File: config.mk
export PLATFORM = sky130hd
export DESIGN_NAME = task_dispatch_ctrl
export DESIGN_NICKNAME = d
export VERILOG_FILES = /design/src/rtl/task_dispatch_ctrl_pkg.sv /design/src/rtl/task_dispatch_ctrl_busy.sv /design/src/rtl/task_dispatch_ctrl.sv
export SDC_FILE = /design/constraint.sdc
export NUM_CORES = 1
export LEC_CHECK = 0
export CELL_PAD_IN_SITES_DETAIL_PLACEMENT = 1
export CELL_PAD_IN_SITES_GLOBAL_PLACEMENT = 1
export CORE_MARGIN = 4
export CORE_UTILIZATION = 40
export DETAILED_ROUTE_END_ITERATION = 12
export PLACE_DENSITY = 0.93
export SYNTH_ARGS = -nofsm -noshare
export SYNTH_HDL_FRONTEND = slang
export SYNTH_HIERARCHICAL = 1
export SYNTH_SLANG_ARGS = --single-unit
File: constraint.sdc
create_clock -name clk -period 2.7 [get_ports clk]
set_input_delay 0.27 -clock clk [delete_from_list [all_inputs] [get_ports clk]]
set_output_delay 0.27 -clock clk [all_outputs]
set_load 0.01 [all_outputs]
File: src/rtl/task_dispatch_ctrl_pkg.sv
// Shared definitions for the task dispatch controller: default ranges, fence bit
// positions and the dispatch FSM state type.
package task_dispatch_ctrl_pkg;

   localparam int unsigned CORES_DEF = 16;
   localparam int unsigned R0_W_DEF  = 8;
   localparam int unsigned CNT_W_DEF = 8;

   localparam int unsigned FENCE_W       = 2;
   localparam int unsigned FENCE_ACQ_BIT = 0;
   localparam int unsigned FENCE_REL_BIT = 1;

   typedef enum logic [1:0] {
      ST_IDLE,
      ST_WAIT,
      ST_ISSUE
   } disp_state_t;

endpackage

File: src/rtl/task_dispatch_ctrl_busy.sv
// Per-core busy and release-fence tracking: a core becomes busy when started and
// is released on the next rising edge of its Ready line.
module core_busy_tracker
   import task_dispatch_ctrl_pkg::*;
#(
   parameter int unsigned CORES = CORES_DEF
) (
   input  logic             clk,
   input  logic             reset,
   input  logic [CORES-1:0] core_ready,
   input  logic [CORES-1:0] set_mask,
   input  logic             set_rel,
   output logic [CORES-1:0] busy,
   output logic [CORES-1:0] rel_mask
);

   logic [CORES-1:0] core_ready_q;
   logic [CORES-1:0] rise;

   assign rise = core_ready & ~core_ready_q;

   // Set and clear never coincide on one bit: a busy core is never started.
   always_ff @(posedge clk) begin
      if (reset) begin
         core_ready_q <= '1;
         busy         <= '0;
         rel_mask     <= '0;
      end else begin
         core_ready_q <= core_ready;
         busy         <= (busy & ~rise) | set_mask;
         rel_mask     <= (rel_mask & ~rise) | ({CORES{set_rel}} & set_mask);
      end
   end

endmodule

File: src/rtl/task_dispatch_ctrl.sv
// Dispatches one decoded task header to the core array once its target cores are
// idle and its fences allow, then issues a one-cycle start pulse with the R0 value.
module task_dispatch_ctrl
   import task_dispatch_ctrl_pkg::*;
#(
   parameter int unsigned CORES = CORES_DEF,
   parameter int unsigned R0_W  = R0_W_DEF,
   parameter int unsigned CNT_W = CNT_W_DEF
) (
   input  logic               clk,
   input  logic               reset,
   input  logic               task_valid,
   output logic               task_ack,
   input  logic [CORES-1:0]   task_mask,
   input  logic [FENCE_W-1:0] task_fence,
   input  logic [R0_W-1:0]    task_r0,
   input  logic [CORES-1:0]   core_ready,
   output logic [CORES-1:0]   start,
   output logic [R0_W-1:0]    init_r0,
   output logic [CORES-1:0]   busy,
   output logic               rel_pending,
   output logic [CNT_W-1:0]   dispatch_cnt
);

   disp_state_t        state;
   logic [CORES-1:0]   mask_q;
   logic [FENCE_W-1:0] fence_q;
   logic [R0_W-1:0]    r0_q;
   logic [CORES-1:0]   rel_mask;
   logic               can_issue;
   logic               set_rel;

   // start is only non-zero during ISSUE, so it doubles as the busy set vector.
   assign set_rel = (state == ST_ISSUE) && fence_q[FENCE_REL_BIT];

   core_busy_tracker #(
      .CORES (CORES)
   ) u_busy (
      .clk        (clk),
      .reset      (reset),
      .core_ready (core_ready),
      .set_mask   (start),
      .set_rel    (set_rel),
      .busy       (busy),
      .rel_mask   (rel_mask)
   );

   assign rel_pending = |rel_mask;

   always_comb begin
      can_issue = ((core_ready & mask_q) == mask_q)
               && ((busy & mask_q) == '0)
               && (!fence_q[FENCE_ACQ_BIT] || (busy == '0))
               && (rel_mask == '0);
   end

   always_ff @(posedge clk) begin
      if (reset) begin
         state        <= ST_IDLE;
         task_ack     <= 1'b1;
         start        <= '0;
         init_r0      <= '0;
         dispatch_cnt <= '0;
         mask_q       <= '0;
         fence_q      <= '0;
         r0_q         <= '0;
      end else begin
         start <= '0;
         case (state)
            ST_IDLE: begin
               if (task_valid) begin
                  mask_q  <= task_mask;
                  fence_q <= task_fence;
                  r0_q    <= task_r0;
                  if (task_mask != '0) begin
                     state    <= ST_WAIT;
                     task_ack <= 1'b0;
                  end
               end
            end
            ST_WAIT: begin
               if (can_issue) begin
                  state        <= ST_ISSUE;
                  start        <= mask_q;
                  init_r0      <= r0_q;
                  dispatch_cnt <= dispatch_cnt + CNT_W'(1);
               end
            end
            ST_ISSUE: begin
               state    <= ST_IDLE;
               task_ack <= 1'b1;
            end
            default: begin
               state    <= ST_IDLE;
               task_ack <= 1'b1;
            end
         endcase
      end
   end

endmodule

==> flow_summary.yaml, run 1 <==
timing:
  hold_violations: 0
  period_minus_slack_ps: 2510
  setup_viol: 0
  tightest_slew_ps: 831
  min_period_over_period_pct: 93.1
  rsz0062_at_grt: "false"
  slew_headroom_pct: 44.6
  setup_tns_ps: 0
  setup_ws_ps: 187
  fin_skew_ps: 11.0
  max_clock_freq_mhz: 398
  maxSlewViolCount: 0
route:
  wl_per_cell_um: 18.1
  drt_iter0_markers: 206
  vias_per_cell: 5.27
  ant_nets: 0
  drc: 0
  num_vias: 3711
  routed_wirelength_um: 12700
  firstDrtPassIters: 4
placed_design:
  post-place-ws_ps: 272
  hpwl_um: 9500
  io_buffers: 94
  gp_congestion: 0.845
  dpl_cell_area_mm2: 0.00522
grt:
  antenna_found_initial: 0
  grt_max_degree: 101
  grt_pass1_wl_um: 20500
  grt_use_total_pct: 22.0
  grt.overflow.total: 0
  grt_pass1_vias: 4068
layout:
  finalInstanceArea_mm2: 0.00543
  nFillCells: 1217
  diodes: 0
  area_growth_pct: 29.6
  nets: 609
  drive_gt1_share_pct: 8.27
hold_path:
  whs_path_depth: 3
  holdCritPathClass: "in2reg"
  worst_hold_startpoint: "task_r0[0]"
  hold_end: "r0_q[0]$_SDFFE_PP0P_"
floorplanning:
  num_io_pins: 95
  die-area_mm2: 0.0122
  die_w_um: 110
  start_util_pct: 40.8
  num_rows: 37
  core_area_mm2: 0.0103
  die_h_um: 110
logic_synthesis:
  ys_types: 35
  syn_area_mm2: 0.00419
  async_reset_ff_share_pct: 0
  syn_nets: 521
  ys_ff_latch: 109
  synth_edf_count: 0
  netlist_instances: 475
  ys.flop_type: "dfxtp_1"
  ys_seq_area_share_pct: 52.1
  ys_warn_count: 6
  syn_avg_cell_area_um2: 8.82
critical_path:
  end_kind: "output port"
  path_cells: "nor4_1, nand4_1, clkdlybuf4s50_1"
  r2r_start: "u_busy/rel_mask[0]$_SDFF_PP0_"
  crit_fanout: 4
  slowest_stage: "nor4_1"
  cp.required_ps: 2430
  crit_type: "reg2out"
  slowest_delay_ps: 590
  cp_data_arrival_time_ps: 2240
  timing.rr.end: "start[3]$_SDFF_PP0_"
  reg2regPathDepth: 7
  startpoint: "u_busy/rel_mask[0]$_SDFF_PP0_"
  startpoint_type: "flip-flop"
  rrSetupSlack_ps: 230
clock_network:
  clkLatencyLatePin_ps: 370
  cts_root_buffer: "clkbuf_8"
  clk_pin_slew_worst_paths_ps: 100
  cts_made_buffers: 9
  clk_path_buf_depth: 2
  cts_resized: 0
  cts_setup_buffers: 0
  postCtsHoldBufs: 0
  cts_tree: "yes"
  htreeDepth: 3
  cts_sinks: 109
pwr:
  leakagePower_nw: 1.93
  p_per_area_mw_per_mm2: 566
  peakVddDrop_uv: 283
status:
  status: "finished clean"
run:
  cap_violations: 0
## where the power goes
group,internal (mW),leakage (nW),switching [mW]
Sequential,1.66,0.888,0.0486
Combinational,0.166,0.945,0.178
Clock,0.480,0.102,0.538
## routing by layer
layer  track usage [%]  wire (um)
met1              27.9       5590
met2              37.2       6140
met3              3.32        684
met4              9.23        334
met5                 0          0
## per-stage QoR
stage | hold WS (ps) | cells | utilization (%) | power [mW]
after CTS | 430 | 704 | 52.8 | 3.10
after global placement | 441 | 688 | 50.8 | 2.07
final | 445 | 704 | 52.8 | 3.07
after detailed placement | 456 | 688 | 50.8 | 2.09
after global routing | 438 | 704 | 52.8 | 3.21
after floorplan | 377 | 475 | - | 1.92
## sequential cells by signal, indices dropped and copies added, names as in the netlist
| register | count |
|---|---|
| u_busy/busy | 16 |
| u_busy/rel_mask | 16 |
| r0_q | 8 |
| init_r0 | 8 |
| dispatch_cnt | 8 |
| mask_q | 16 |
| state | 2 |
| u_busy/core_ready_q | 16 |
| start | 16 |
| fence_q | 2 |
| task_ack | 1 |
## worst max-delay path by stage
stage | end | slack (ps) | cells after the start
final | rel_pending | 190 | 3
after global routing | rel_pending | 120 | 3
after CTS | rel_pending | 210 | 3
after detailed placement | dispatch_cnt[7]$_SDFFE_PP0P_ | 270 | 8
after global placement | dispatch_cnt[5]$_SDFFE_PP0P_ | 400 | 8
after floorplan | dispatch_cnt[6]$_SDFFE_PP0P_ | 960 | 8
## cell type report
type | instances | area (um2) | area share (%)
sequential | 109 | 2180 | 40.2
multi-input combinational | 317 | 1780 | 32.8
timing repair buffer | 101 | 991 | 18.2
tap | 136 | 170 | 3.13
clock buffer | 11 | 151 | 2.79
inverter | 25 | 93.8 | 1.73
clock inverter | 5 | 58.8 | 1.08
## logic make-up after synthesis
logic type / after synthesis / synth area share [%]
and+or+nand+nor: 224 / 27.9
DFF: 109 / 52.1
AOI/OAI and AO/OA: 82 / 12.0
buffers and inverters: 49 / 5.35
muxes: 9 / 2.15
xor gates and xnor gates: 1 / 0.209
adders and majority gates: 1 / 0.299
## layout by cell type (no fill, tap or decap), types with 7 or more instances in the layout
master	n
a21oi_1	33
and2_1	10
buf_4	8
clkbuf_8	11
clkdlybuf4s50_1	93
dfxtp_1	109
inv_1	25
mux2i_1	9
nand2_1	81
nand2b_1	43
nor2_1	14
nor2b_1	16
nor3_1	10
nor4_1	12
o21ai_0	7
o22ai_1	32
or2_2	17
## Yosys cell counts, types with 2 or more instances
| library cell | count | share of area [%] |
|---|---|---|
| nor2_1 | 14 | 1.3 |
| o21ai_0 | 7 | 0.84 |
| and2_1 | 10 | 1.5 |
| mux2i_1 | 9 | 2.2 |
| clkbuf_1 | 13 | 1.2 |
| buf_4 | 3 | 0.54 |
| or2_2 | 17 | 2.5 |
| nor4_1 | 12 | 1.8 |
| nor2b_1 | 16 | 2.4 |
| dfxtp_1 | 109 | 52 |
| o22ai_1 | 32 | 4.8 |
| nand2_1 | 81 | 7.3 |
| nor3_1 | 10 | 1.2 |
| inv_1 | 25 | 2.2 |
| nand3_1 | 4 | 0.48 |
| a21oi_1 | 33 | 3.9 |
| clkbuf_2 | 2 | 0.24 |
| buf_6 | 3 | 0.81 |
| o2111ai_1 | 4 | 0.84 |
| nand4_1 | 6 | 0.90 |
| buf_2 | 3 | 0.36 |
| a22oi_1 | 2 | 0.36 |
| or3_1 | 6 | 0.90 |
| nand2b_1 | 43 | 6.4 |
## worst max-delay path: cells and delay by family (launching register included)
kind	cells	cell delay [ps]
simple gates	2	970
buf+inv	1	570
flops	1	340
No activity file was read; power rests on OpenSTA's default activity.
==> run 2, diff against run 1 <==
- PLACE_DENSITY: 0.93 -> 0.89
==> flow_summary.yaml, run 2 (synthesis gave the netlist of run 1 again) <==
clock_network:
  postCtsHoldBufs: 0
  clkLatencyLatePin_ps: 380
  cts_root_buffer: "clkbuf_8"
  cts_resized: 0
  clk_path_buf_depth: 2
  cts_made_buffers: 9
  clk_pin_slew_worst_paths_ps: 100
  cts_tree: "yes"
  cts_sinks: 109
  htreeDepth: 3
  cts_setup_buffers: 0
critical_path:
  r2r_start: "u_busy/rel_mask[0]$_SDFF_PP0_"
  path_cells: "nor4_1, nand4_1, clkdlybuf4s50_1"
  startpoint_type: "flip-flop"
  slowest_delay_ps: 570
  startpoint: "u_busy/rel_mask[0]$_SDFF_PP0_"
  cp.required_ps: 2430
  end_kind: "output port"
  rrSetupSlack_ps: 450
  reg2regPathDepth: 7
  timing.rr.end: "dispatch_cnt[7]$_SDFFE_PP0P_"
  crit_fanout: 4
  slowest_stage: "clkdlybuf4s50_1"
  endpoint: "rel_pending"
  crit_family: "simple AND/OR/NAND/NOR gates"
  crit_type: "reg2out"
  cp_data_arrival_time_ps: 2060
  worst-path-buf-inv: 1
  path_depth: 3
route:
  wl_per_cell_um: 18.0
  drt_iter0_markers: 178
  routed_wirelength_um: 12700
  num_vias: 3732
  drc: 0
  vias_per_cell: 5.29
  ant_nets: 0
  firstDrtPassIters: 4
floorplanning:
  num_io_pins: 95
  die_w_um: 110
  start_util_pct: 40.8
  num_rows: 37
  die_h_um: 110
  die-area_mm2: 0.0122
  core_area_mm2: 0.0103
layout:
  drive_gt1_share_pct: 8.44
  area_growth_pct: 29.7
  nets: 610
  nFillCells: 1242
  diodes: 0
  mostFrequentLayoutCells: "109 x dfxtp_1, 93 x clkdlybuf4s50_1, 81 x nand2_1, 43 x nand2b_1, 33 x a21oi_1"
  final_common_cell: "dfxtp_1"
placed_design:
  post-place-ws_ps: 280
  gp_congestion: 0.861
  io_buffers: 94
  hpwl_um: 9590
timing:
  maxSlewViolCount: 0
  setup_tns_ps: 0
  min_period_over_period_pct: 86.2
  rsz0062_at_grt: "false"
  setup_viol: 0
  fin_skew_ps: 13.3
  hold_violations: 0
  max_clock_freq_mhz: 430
  tightest_slew_ps: 802
  period_minus_slack_ps: 2330
  setup_ws_ps: 372
  slew_headroom_pct: 46.3
hold_path:
  whs_path_depth: 2
  holdCritPathClass: "in2reg"
grt:
  grt.overflow.total: 0
  grt_max_degree: 50
  grt_use_total_pct: 21.5
  antenna_found_initial: 0
  grt_pass1_wl_um: 20000
  grt_pass1_vias: 3863
pwr:
  leakagePower_nw: 1.94
  peakVddDrop_uv: 288
  p_per_area_mw_per_mm2: 567
status:
  status: "finished clean"
run:
  cap_violations: 0
==> run 2: changes by cell type in the layout (fill, tap and decap cells not counted) <==
cell	delta
buf_4	+1
inv_6	+2
clkinvlp_4	-1
inv_8	+1
clkbuf_8	-2
==> run 2: metal layers <==
metal | global-route usage, % | part of all wire [%] | up-vias | routed length (um)
met5 | 0 | 0 | - | 0
met4 | 8.44 | 2.3 | 0 | 287
met3 | 5.18 | 6.2 | 24 | 789
met2 | 37.7 | 50 | 118 | 6330
met1 | 25.3 | 42 | 1815 | 5260
li1 | - | - | 1775 | -
==> run 2: stage by stage <==
step | utilization, % | total power, mW | cells | area (um2) | hold WS [ps]
finish | 52.8 | 3.08 | 705 | 5430 | 346
global route | 52.8 | 3.21 | 705 | 5430 | 362
CTS | 52.8 | 3.09 | 705 | 5430 | 329
detailed placement | 50.9 | 2.08 | 689 | 5230 | 448
global placement | 50.9 | 2.07 | 689 | 5230 | 441
floorplan | - | 1.92 | 475 | 4190 | 377
==> run 2: cell type report <==
| class | instances | area [um2] | share of cell area (%) |
|---|---|---|---|
| clock buffer | 9 | 124 | 2.28 |
| clock inverter | 7 | 80.1 | 1.47 |
| inverter | 25 | 93.8 | 1.73 |
| multi-input combinational | 317 | 1780 | 32.8 |
| sequential | 109 | 2180 | 40.2 |
| tap | 136 | 170 | 3.13 |
| timing repair buffer | 102 | 998 | 18.4 |
==> run 2: worst min-delay path by stage <==
stage	start	to	slack (ps)
after CTS	reset	mask_q[4]$_SDFFE_PP0P_	330
after global placement	r0_q[1]$_SDFFE_PP0P_	r0_q[1]$_SDFFE_PP0P_	440
after floorplan	core_ready[0]	u_busy/core_ready_q[0]$_SDFF_PP1_	380
after global routing	reset	mask_q[1]$_SDFFE_PP0P_	360
final	reset	mask_q[4]$_SDFFE_PP0P_	350
after detailed placement	r0_q[7]$_SDFFE_PP0P_	r0_q[7]$_SDFFE_PP0P_	450
==> run 2: power by group <==
part	leakage (nW)	switching, mW	internal [mW]
Sequential	0.888	0.0479	1.66
Combinational	0.949	0.176	0.166
Clock	0.102	0.586	0.442
Total	1.94	0.810	2.27
==> run 3, diff against run 2 <==
- CORE_MARGIN: 4 -> default
==> flow_summary.yaml, run 3 (synthesis gave the netlist of run 1 again) <==
timing:
  min_period_over_period_pct: 85.4
  fin_skew_ps: 15.2
  slew_headroom_pct: 37.2
  period_minus_slack_ps: 2310
  maxSlewViolCount: 0
  hold_violations: 0
  setup_viol: 0
  tightest_slew_ps: 942
  rsz0062_at_grt: "false"
  setup_ws_ps: 394
  setup_tns_ps: 0
  max_clock_freq_mhz: 434
route:
  wl_per_cell_um: 17.7
  ant_nets: 0
  vias_per_cell: 5.24
  routed_wirelength_um: 12400
  drc: 0
  firstDrtPassIters: 4
  drt_iter0_markers: 149
  num_vias: 3667
pwr:
  p_int_mw: 2.19
  sw_frac_of_total_pct: 26.7
  pwr-share-seq_pct: 57.1
  total_power_mw: 2.99
  peakVddDrop_uv: 227
  leakagePower_nw: 1.92
  p_per_area_mw_per_mm2: 555
  p_switching_uw: 798
  clockPowerShare_pct: 31.6
  combPwrFrac_pct: 11.3
floorplanning:
  die_w_um: 104
  start_util_pct: 42.1
  die_h_um: 104
  core_area_mm2: 0.00995
  die-area_mm2: 0.0109
  num_io_pins: 95
  num_rows: 36
clock_network:
  cts_made_buffers: 9
  cts_tree: "yes"
  htreeDepth: 3
  cts_root_buffer: "clkbuf_8"
  postCtsHoldBufs: 0
  cts_setup_buffers: 0
  clkLatencyLatePin_ps: 380
  clk_path_buf_depth: 2
  cts_sinks: 109
  clk_pin_slew_worst_paths_ps: 100
  cts_resized: 0
critical_path:
  timing.rr.end: "dispatch_cnt[5]$_SDFFE_PP0P_"
  crit_type: "reg2out"
  startpoint_type: "flip-flop"
  cp.required_ps: 2430
  slowest_delay_ps: 570
  worst-path-buf-inv: 1
  rrSetupSlack_ps: 500
  endpoint: "rel_pending"
  crit_family: "simple AND/OR/NAND/NOR gates"
  startpoint: "u_busy/rel_mask[15]$_SDFF_PP0_"
  reg2regPathDepth: 7
  crit_fanout: 4
  end_kind: "output port"
  cp_data_arrival_time_ps: 2040
  path_cells: "nor4_1, nand4_1, clkdlybuf4s50_1"
  slowest_stage: "clkdlybuf4s50_1"
  r2r_start: "u_busy/rel_mask[15]$_SDFF_PP0_"
  path_depth: 3
layout:
  area_growth_pct: 28.8
  finalInstanceArea_mm2: 0.00540
  diodes: 0
  regArea_mm2: 0.00218
  nFillCells: 1167
  multi_input_area_mm2: 0.00179
  final_common_cell: "dfxtp_1"
  drive_gt1_share_pct: 8.29
  utilization_pct: 54.2
  mostFrequentLayoutCells: "109 x dfxtp_1, 93 x clkdlybuf4s50_1, 81 x nand2_1, 43 x nand2b_1, 33 x a21oi_1"
  nets: 608
placed_design:
  gp_congestion: 0.877
  dpl_cell_area_mm2: 0.00521
  post-place-ws_ps: 310
  io_buffers: 94
  hpwl_um: 9050
grt:
  grt_max_degree: 110
  grt.overflow.total: 0
  antenna_found_initial: 0
  grt_pass1_wl_um: 20100
  grt_use_total_pct: 23.5
  grt_pass1_vias: 3927
run:
  cap_violations: 0
status:
  status: "finished clean"
hold_path:
  holdCritPathClass: "in2reg"
==> run 3: cell types whose count changed in the layout (fill, tap and decap cells not counted), sizes merged <==
cell	previous run	this run
inv	28	27
bufinv	1	0
buf	9	7
clkbuf	9	10
clkinvlp	1	2
==> run 3: area by class of cell <==
class                   instances  share of cell area, %
flip-flops and latches        109                   40.4
multi-input cells             317                   33.1
repair buffers                100                   18.2
well taps                     133                   3.08
clock buffers                  10                   2.55
inverters                      25                   1.74
clock inverters                 6                  0.858
==> run 3: how the worst min path moves through the flow <==
stage	from	to	slack [ps]	cells past startpoint
after floorplan	core_ready[0]	u_busy/core_ready_q[0]$_SDFF_PP1_	380	1
after global routing	task_r0[1]	r0_q[1]$_SDFFE_PP0P_	450	3
after detailed placement	r0_q[3]$_SDFFE_PP0P_	r0_q[3]$_SDFFE_PP0P_	450	2
after CTS	task_r0[4]	r0_q[4]$_SDFFE_PP0P_	430	3
final	task_r0[4]	r0_q[4]$_SDFFE_PP0P_	440	3
after global placement	r0_q[6]$_SDFFE_PP0P_	r0_q[6]$_SDFFE_PP0P_	440	2
==> run 3: per-stage QoR <==
| stage | hold slack [ps] | instances |
|---|---|---|
| 2_1_floorplan | 377 | 475 |
| 3_3_place_gp | 441 | 684 |
| 3_5_place_dp | 451 | 684 |
| 4_1_cts | 430 | 700 |
| 5_1_grt | 451 | 700 |
| 6_report | 438 | 700 |
==> run 3: tightest hold or removal path, cell delays in order <==
cell	delay, ps
clkdlybuf4s50_1	400
nand2_1	50
a21oi_1	50
==> run 3: power groups by stage <==
| stage | clock (mW) | sequential (mW) | combinational, mW |
|---|---|---|---|
| finish | 0.945 | 1.71 | 0.339 |
| detailed placement | 0 | 1.74 | 0.337 |
| floorplan | 0 | 1.73 | 0.191 |
| global placement | 0 | 1.74 | 0.325 |
| CTS | 0.966 | 1.71 | 0.340 |
| global route | 1.02 | 1.72 | 0.371 |
==> run 3: routing by layer <==
metal,routed length (um),GRT usage (%),vias up
met3,797,4.70,30
met4,390,11.6,0
met2,5890,39.2,122
li1,-,-,1768
met5,0,0,-
met1,5330,28.7,1747
